===== src/rtl/i2c_reg_ctrl.sv =====
// Register-bank controller behind an I2C slave byte interface: pointer phase,
// auto-incrementing data bytes, and a lower-priority local access port.
module i2c_reg_ctrl #(
  parameter int ADDR_W = 4
) (
  input  logic              sys_clk,
  input  logic              sys_rst,
  input  logic              i2c_start,
  input  logic              i2c_rw,
  input  logic              i2c_stop,
  input  logic              rx_valid,
  input  logic [7:0]        rx_data,
  input  logic              tx_req,
  output logic [7:0]        tx_data,
  input  logic              loc_req,
  input  logic              loc_we,
  input  logic [ADDR_W-1:0] loc_addr,
  input  logic [7:0]        loc_wdata,
  output logic [7:0]        loc_rdata,
  output logic              loc_ack,
  output logic              upd,
  output logic [ADDR_W-1:0] upd_addr,
  output logic [ADDR_W-1:0] reg_ptr,
  output logic              busy
);

  localparam int DEPTH = 1 << ADDR_W;

  typedef enum logic [1:0] {IDLE, PTR, WR, RD} state_t;

  state_t            r_state;
  logic [7:0]        r_mem [DEPTH];
  logic [ADDR_W-1:0] r_ptr;
  logic [7:0]        r_tx_data;
  logic [7:0]        r_loc_rdata;
  logic              r_loc_ack;
  logic              r_upd;
  logic [ADDR_W-1:0] r_upd_addr;
  logic              w_loc_accept;

  // The local port only gets the bank when no I2C transaction is open or opening.
  assign w_loc_accept = loc_req && (r_state == IDLE) && !i2c_start;

  always_ff @(posedge sys_clk or posedge sys_rst) begin
    if (sys_rst) begin
      r_state     <= IDLE;
      r_ptr       <= '0;
      r_tx_data   <= '0;
      r_loc_rdata <= '0;
      r_loc_ack   <= 1'b0;
      r_upd       <= 1'b0;
      r_upd_addr  <= '0;
      // NOTE: the bank must read back as 0x00 after reset, so it is built from
      // resettable flops rather than a RAM macro.
      for (int i = 0; i < DEPTH; i++) r_mem[i] <= '0;
    end else begin
      // NOTE: non-blocking throughout, so every read of r_mem/r_ptr below sees
      // the pre-edge value; tx_data therefore lags a write by one extra cycle.
      r_upd     <= 1'b0;
      r_loc_ack <= w_loc_accept;
      r_tx_data <= r_mem[r_ptr];

      if (w_loc_accept) begin
        if (loc_we) r_mem[loc_addr] <= loc_wdata;
        else        r_loc_rdata     <= r_mem[loc_addr];
      end

      case (r_state)
        PTR: begin
          if (rx_valid) begin
            r_ptr   <= rx_data[ADDR_W-1:0];
            r_state <= WR;
          end
        end
        WR: begin
          if (rx_valid) begin
            r_mem[r_ptr] <= rx_data;
            r_upd        <= 1'b1;
            r_upd_addr   <= r_ptr;
            r_ptr        <= r_ptr + ADDR_W'(1);
          end
        end
        RD: begin
          if (tx_req) r_ptr <= r_ptr + ADDR_W'(1);
        end
        default: ;
      endcase

      // Bus events override the byte-driven transition; start beats stop.
      if (i2c_start)     r_state <= i2c_rw ? RD : PTR;
      else if (i2c_stop) r_state <= IDLE;
    end
  end

  assign tx_data   = r_tx_data;
  assign loc_rdata = r_loc_rdata;
  assign loc_ack   = r_loc_ack;
  assign upd       = r_upd;
  assign upd_addr  = r_upd_addr;
  assign reg_ptr   = r_ptr;
  assign busy      = (r_state != IDLE);

endmodule


===== config.mk =====
export PLATFORM = sky130hd
export DESIGN_NAME = i2c_reg_ctrl
export DESIGN_NICKNAME = d
export VERILOG_FILES = /design/src/rtl/i2c_reg_ctrl.sv
export SDC_FILE = /design/constraint.sdc
export NUM_CORES = 1
export LEC_CHECK = 0
export CORE_MARGIN = 2
export CORE_UTILIZATION = 45
export DETAILED_ROUTE_END_ITERATION = 8
export PLACE_DENSITY = 0.69
export SLEW_MARGIN = 20
export SYNTH_ARGS = -nofsm -noshare
export SYNTH_HDL_FRONTEND = slang
export SYNTH_SLANG_ARGS = --single-unit

===== constraint.sdc =====
create_clock -name sys_clk -period 10.74 [get_ports sys_clk]
set_clock_uncertainty 0.05 [all_clocks]
set_input_delay 2.148 -clock sys_clk [delete_from_list [all_inputs] [get_ports sys_clk]]
set_output_delay 2.148 -clock sys_clk [all_outputs]
set_load 0.05 [all_outputs]

==> run metrics, run 1 <==
CTS Buffer Depth 2; drt first-iter violations 797; worst hold path class reg2reg; Worst Path Max Fanout 19; # nets final 869; final cell count without fillers 1119; WS Path Type in2reg; pins over their slew limit 0; Syn Area/Cell 11.3 um2; commonest cells after routing, fill and taps aside dfrtp_1 (155), mux2i_1 (138), nand2_1 (110), mux4_2 (71), o21ai_0 (59); dpl cell area 9960 um2; post-CTS sizing 0; asr flop ratio synth 1.00; Hold Buf Count CTS 0; Num Clock Sinks 156; Multi-input gate area 4990 um2; Synth Cell Area 9190 um2; CP Data Required Time 10980 ps; Register Area 3910 um2; post-route core utilization 0.525; fmax 215 MHz; final-report setup violation count 0; Clock transition at path regs 70 ps; first-pass GRT wire length 43.6 mm; Period minus WS final 4650 ps; vias in the first global route 6941; GRT overflow 0; synthesized flop and latch total 156; final WL 28.1 mm; Port Buffer Count 55; Setup crit start kind primary input; slowest stage cell, crit path nand4_1; commonest non-fill, non-tap cell in the layout dfrtp_1; Unique masters post-synth 40; Core Area 20100 um2; die width 147 um; setup TNS 0 ps; synth warn 0; CTS H-Tree Depth 4; largest net degree at the start of global routing 83; initial core utilization 0.457; worst skew pair latency 450 ps; maxcap violations 0; Relative slew margins 0.314; initial antenna violation count 0; CP Cell Sequence clkdlybuf4s50_1 -> nand3b_1 -> inv_1 -> nand4_1 -> nor2_1 -> a21oi_1; worst-margin pin slew 1020 ps; RSZ-0062 raised after global routing no; max incr delay on CP 710 ps; Fillers 1716; final hold vios 0; Top FF cell, synth dfrtp_1; PnR worst setup slack 6090 ps; root buffer cell clkbuf_16; Setup Fix Bufs, Post-CTS 0; peak supply drop 0.173 mV; post-synth net total 849; CTS tree yes; number of antenna repair diodes 0; dpl cells 1087; vias post-DR 7045; Seq/Total Area, Yosys 0.425; final instance area 10600 um2; DR pass1 iterations 6; Final Cycle Share 0.433; Post-Syn Instances 816; DIE HEIGHT 147 um; post-DP HPWL 17.6 mm; Layout area overhead 15.0%; Placer Congestion 0.872; LEAKAGE 4.34 nW; Final ANT Viol Nets 0; Core Rows 52; Total Die Area 21600 um2; DR WL/cell 25.1 um; share of layout cells above drive strength 1 0.181; crit end category flip-flop; DRC 0; outcome completed; total track usage 0.272; number of synthesized flops with an enable pin 0; Vias/cell 6.30; Setup WS pre-CTS 5700 ps; crit path DAT 4890 ps; Power Dens Cells 226 nW/um2; IO Count 56; CTS Buf Count 17
[metrics by stage]
step           hold slack (ps)  power (mW)
3_3_place_gp               442        1.74
2_1_floorplan              477        1.51
3_5_place_dp               424        1.77
4_1_cts                    454        2.38
5_1_grt                    466        2.50
6_report                   442        2.39
[metal layers]
layer  GRT usage  vias to the layer above  part of all wire
met4       0.116                        0             0.038
li1            -                     3049                 -
met2       0.410                      389              0.46
met1       0.382                     3543              0.41
met3      0.0630                       64             0.090
met5           0                        -                 0
[critical path: cells and delay by family]
kind / cells / cell delay, ps
and+or+nand+nor: 3 / 1670
buffers and inverters: 2 / 990
AOI/OAI and AO/OA: 1 / 70
[synth_stat cells (2+ instances only)]
cell type  number  area, um2
a21oi_1        37        185
a221oi_1        7       61.3
buf_1          12       45.0
buf_2           7       35.0
buf_6           2       22.5
clkbuf_1       50        188
dfrtp_1       156       3900
ha_1            4       50.1
inv_1          11       41.3
mux2i_1       138       1380
mux4_2         71       1600
nand2_1       110        413
nand2b_1        5       31.3
nand3_1         2       10.0
nand3b_1        4       30.0
nand4_1         4       25.0
nand4_2         2       25.0
nor2_1         42        158
nor3_1          8       40.0
nor3_4         12        195
nor4_1          5       31.3
o21ai_0        59        295
o21ai_1        42        210
o22a_1          3       26.3
o22ai_1         7       43.8
or2_2           2       12.5
[sequential cells by signal (all words and copies together), names as in the netlist]
name       cells
upd            1
tx_data        8
r_mem        128
loc_ack        1
r_state        2
reg_ptr        4
loc_rdata      8
upd_addr       4
[area by class of cell]
cell class,instances,share of cell area
multi-input cells,576,0.473
flip-flops and latches,156,0.370
repair buffers,74,0.0652
clock buffers,20,0.0432
well taps,270,0.0320
clock inverters,12,0.0130
inverters,11,0.00438
[where the power goes]
group	internal, mW	switching, mW	total, mW	leakage (nW)
combinational	0.396	0.412	0.808	2.01
sequential	0.785	0.177	0.962	2.05
clock	0.356	0.262	0.618	0.287
[worst paths after layout]
| path | startpoint | endpoint | slack [ps] | cells after the start |
|---|---|---|---|---|
| worst max-delay path | rx_valid | r_mem[22]$_DFF_PP0_ | 6090 | 6 |
| worst min-delay path | upd_addr[3]$_DFFE_PP0P_ | upd_addr[3]$_DFFE_PP0P_ | 440 | 2 |
| worst max register to register | r_state[1]$_DFFE_PP0P_ | r_mem[22]$_DFF_PP0_ | 7570 | 5 |
| worst min register to register | upd_addr[3]$_DFFE_PP0P_ | upd_addr[3]$_DFFE_PP0P_ | 440 | 2 |
| max in group asynchronous | sys_rst | r_mem[81]$_DFF_PP0_ | 6900 | 3 |
| min in group asynchronous | sys_rst | r_mem[65]$_DFF_PP0_ | 2180 | 2 |
[logic make-up after synthesis]
| kind of cell | synth area share |
|---|---|
| buf+inv | 0.0391 |
| fa+ha+maj | 0.00545 |
| flops | 0.425 |
| mux | 0.326 |
| xor+xnor | 0.000953 |
| simple gates | 0.110 |
| compound gates | 0.0937 |
No activity file was read; power rests on OpenSTA's default activity.
==> run 2: changes to the inputs <==
Clock period 10.74 ns to 4.44 ns, I/O delays scaled along.
==> run 2 against run 1 <==
  * Worst setup slack worse by 5000 ps
  * Die area unchanged
  * Critical path type is now reg2out
  * Register-to-register slack worse by 5900 ps
  * Critical endpoint is now reg_ptr[1]
  * Design area up 1.3%
  * Highest routed layer unchanged
  * Non-clock buffer count up 11
  * Sequential share of layout area down 0.48 points
  * Total power up 150%
==> run metrics, run 2 (synthesis gave the netlist of run 1 again) <==
outcome completed; GRT overflow 0 (unchanged); initial antenna violation count 0 (unchanged); post-DP HPWL 19.2 mm (+8.9%); Final ANT Viol Nets 0 (unchanged); first-pass GRT wire length 44.1 mm (+1.1%); crit end category output pin; final-report setup violation count 0 (unchanged); worst skew pair latency 440 ps (about the same); worst r2r path cells 5 (unchanged); hold wc startpoint upd_addr[3]$_DFFE_PP0P_; CTS Buffer Depth 2 (unchanged); DIE HEIGHT 147 um (unchanged); Hold Buf Count CTS 0 (unchanged); post-route core utilization 0.532 (+0.00685); Hold Path End upd_addr[3]$_DFFE_PP0P_; CTS tree yes; # nets final 880 (+1.3%); pins over their slew limit 0 (unchanged); commonest cells after routing, fill and taps aside dfrtp_1 (155), mux2i_1 (138), nand2_1 (110), mux4_2 (71), o21ai_0 (59); drt first-iter violations 962 (+21%); Port Buffer Count 55 (unchanged); max reg flops 128 (unchanged); Worst R2R Start r_state[1]$_DFFE_PP0P_; number of antenna repair diodes 0 (unchanged); maxcap violations 0 (unchanged); Setup Fix Bufs, Post-CTS 0 (unchanged); DR WL/cell 25.4 um (+0.84%); die width 147 um (unchanged); initial core utilization 0.457 (unchanged); cell family with most CP delay flip-flops; DR pass1 iterations 5 (-1); DRC 0 (unchanged); vias in the first global route 7001 (+0.86%); Vias/cell 6.33 (+0.54%); fmax 302 MHz; largest net degree at the start of global routing 64 (-23%); max incr delay on CP 980 ps (+270 ps); Critical R2R Capture r_mem[127]$_DFF_PP0_; total track usage 0.276 (+0.00374); final WL 28.6 mm (+1.8%); Core Rows 52 (unchanged); Hold Path Depth 2 (unchanged); Worst Path Max Fanout 21 (+2); Core Area 20100 um2 (unchanged); Final Cycle Share 0.747; root buffer cell clkbuf_16; peak supply drop 0.371 mV (+110%); WP buf/inv 1 (-1); Clock transition at path regs 70 ps (about the same); Setup crit start kind flip-flop; Total Die Area 21600 um2 (unchanged); worst-margin pin slew 1170 ps (+151 ps); CTS H-Tree Depth 4 (unchanged); largest register by flop count r_mem; Layout area overhead 16.5%; RSZ-0062 raised after global routing no; crit path DAT 2380 ps (-2510 ps); Reg2Reg Setup Slack 1640 ps (-5930 ps); Relative slew margins 0.215 (-0.0999); IO Count 56 (unchanged); Placer Congestion 0.915 (+5.0%); Power Dens Cells 550 nW/um2 (+140%); Num Clock Sinks 156 (unchanged); worst hold path class reg2reg; slowest stage cell, crit path dfrtp_1; setup TNS 0 ps (unchanged); final hold vios 0 (unchanged); LEAKAGE 4.40 nW (+1.4%); WS Path Type reg2out; CP Cell Sequence clkdlybuf4s50_1; CP Data Required Time 3500 ps (-7480 ps); Period minus WS final 3320 ps; share of layout cells above drive strength 1 0.191 (+0.00931); post-CTS sizing 0 (unchanged); CTS Buf Count 17 (unchanged); total power 5.89 mW (+150%); commonest non-fill, non-tap cell in the layout dfrtp_1; vias post-DR 7153 (+1.5%)
==> run 2: cell count changes in the layout (fill, tap and decap cells not counted), sizes merged <==
| cell | before | now |
|---|---|---|
| buf | 20 | 31 |
| clkinv | 6 | 3 |
| bufinv | 2 | 4 |
| clkbuf | 20 | 22 |
| inv | 13 | 11 |
| clkinvlp | 2 | 3 |
==> run 2: final cells by class <==
cell class | count | area, um2
clock buffers | 22 | 464
clock inverters | 10 | 163
fillers | 1701 | 9400
inverters | 11 | 45.0
multi-input cells | 576 | 4990
flip-flops and latches | 156 | 3910
well taps | 270 | 338
repair buffers | 85 | 796
==> run 2: per-layer routing <==
layer | vias to the layer above | routed length, um | part of all wire | track usage
li1 | 3072 | - | - | -
met1 | 3604 | 11600 | 0.40 | 0.385
met2 | 418 | 13500 | 0.47 | 0.427
met3 | 59 | 2750 | 0.096 | 0.0624
met4 | 0 | 807 | 0.028 | 0.101
met5 | - | 0 | 0 | 0
==> run 2: stage by stage <==
step | instance area (um2) | worst slack (ps) | hold slack [ps] | std cells
finish | 10700 | 1120 | 433 | 1130
global route | 10700 | 1040 | 459 | 1130
CTS | 10700 | 1130 | 445 | 1130
detailed placement | 10100 | 960 | 427 | 1098
global placement | 10100 | 988 | 419 | 1098
floorplan | 9190 | 1530 | 477 | 816
==> run 2: where the power goes <==
part	switching, mW	internal [mW]	total, mW
clock	0.605	0.971	1.58
sequential	0.492	1.90	2.39
combinational	0.959	0.965	1.92
==> run 2: how the worst max path moves through the flow <==
stage	from	to	slack (ps)	cells past startpoint
floorplan	sys_rst	loc_ack$_DFF_PP0_	1530	1
global placement	loc_addr[3]	r_mem[127]$_DFF_PP0_	990	6
detailed placement	i2c_start	r_mem[127]$_DFF_PP0_	960	6
CTS	reg_ptr[1]$_DFFE_PP0P_	reg_ptr[1]	1130	1
global route	reg_ptr[1]$_DFFE_PP0P_	reg_ptr[1]	1040	1
finish	reg_ptr[1]$_DFFE_PP0P_	reg_ptr[1]	1120	1
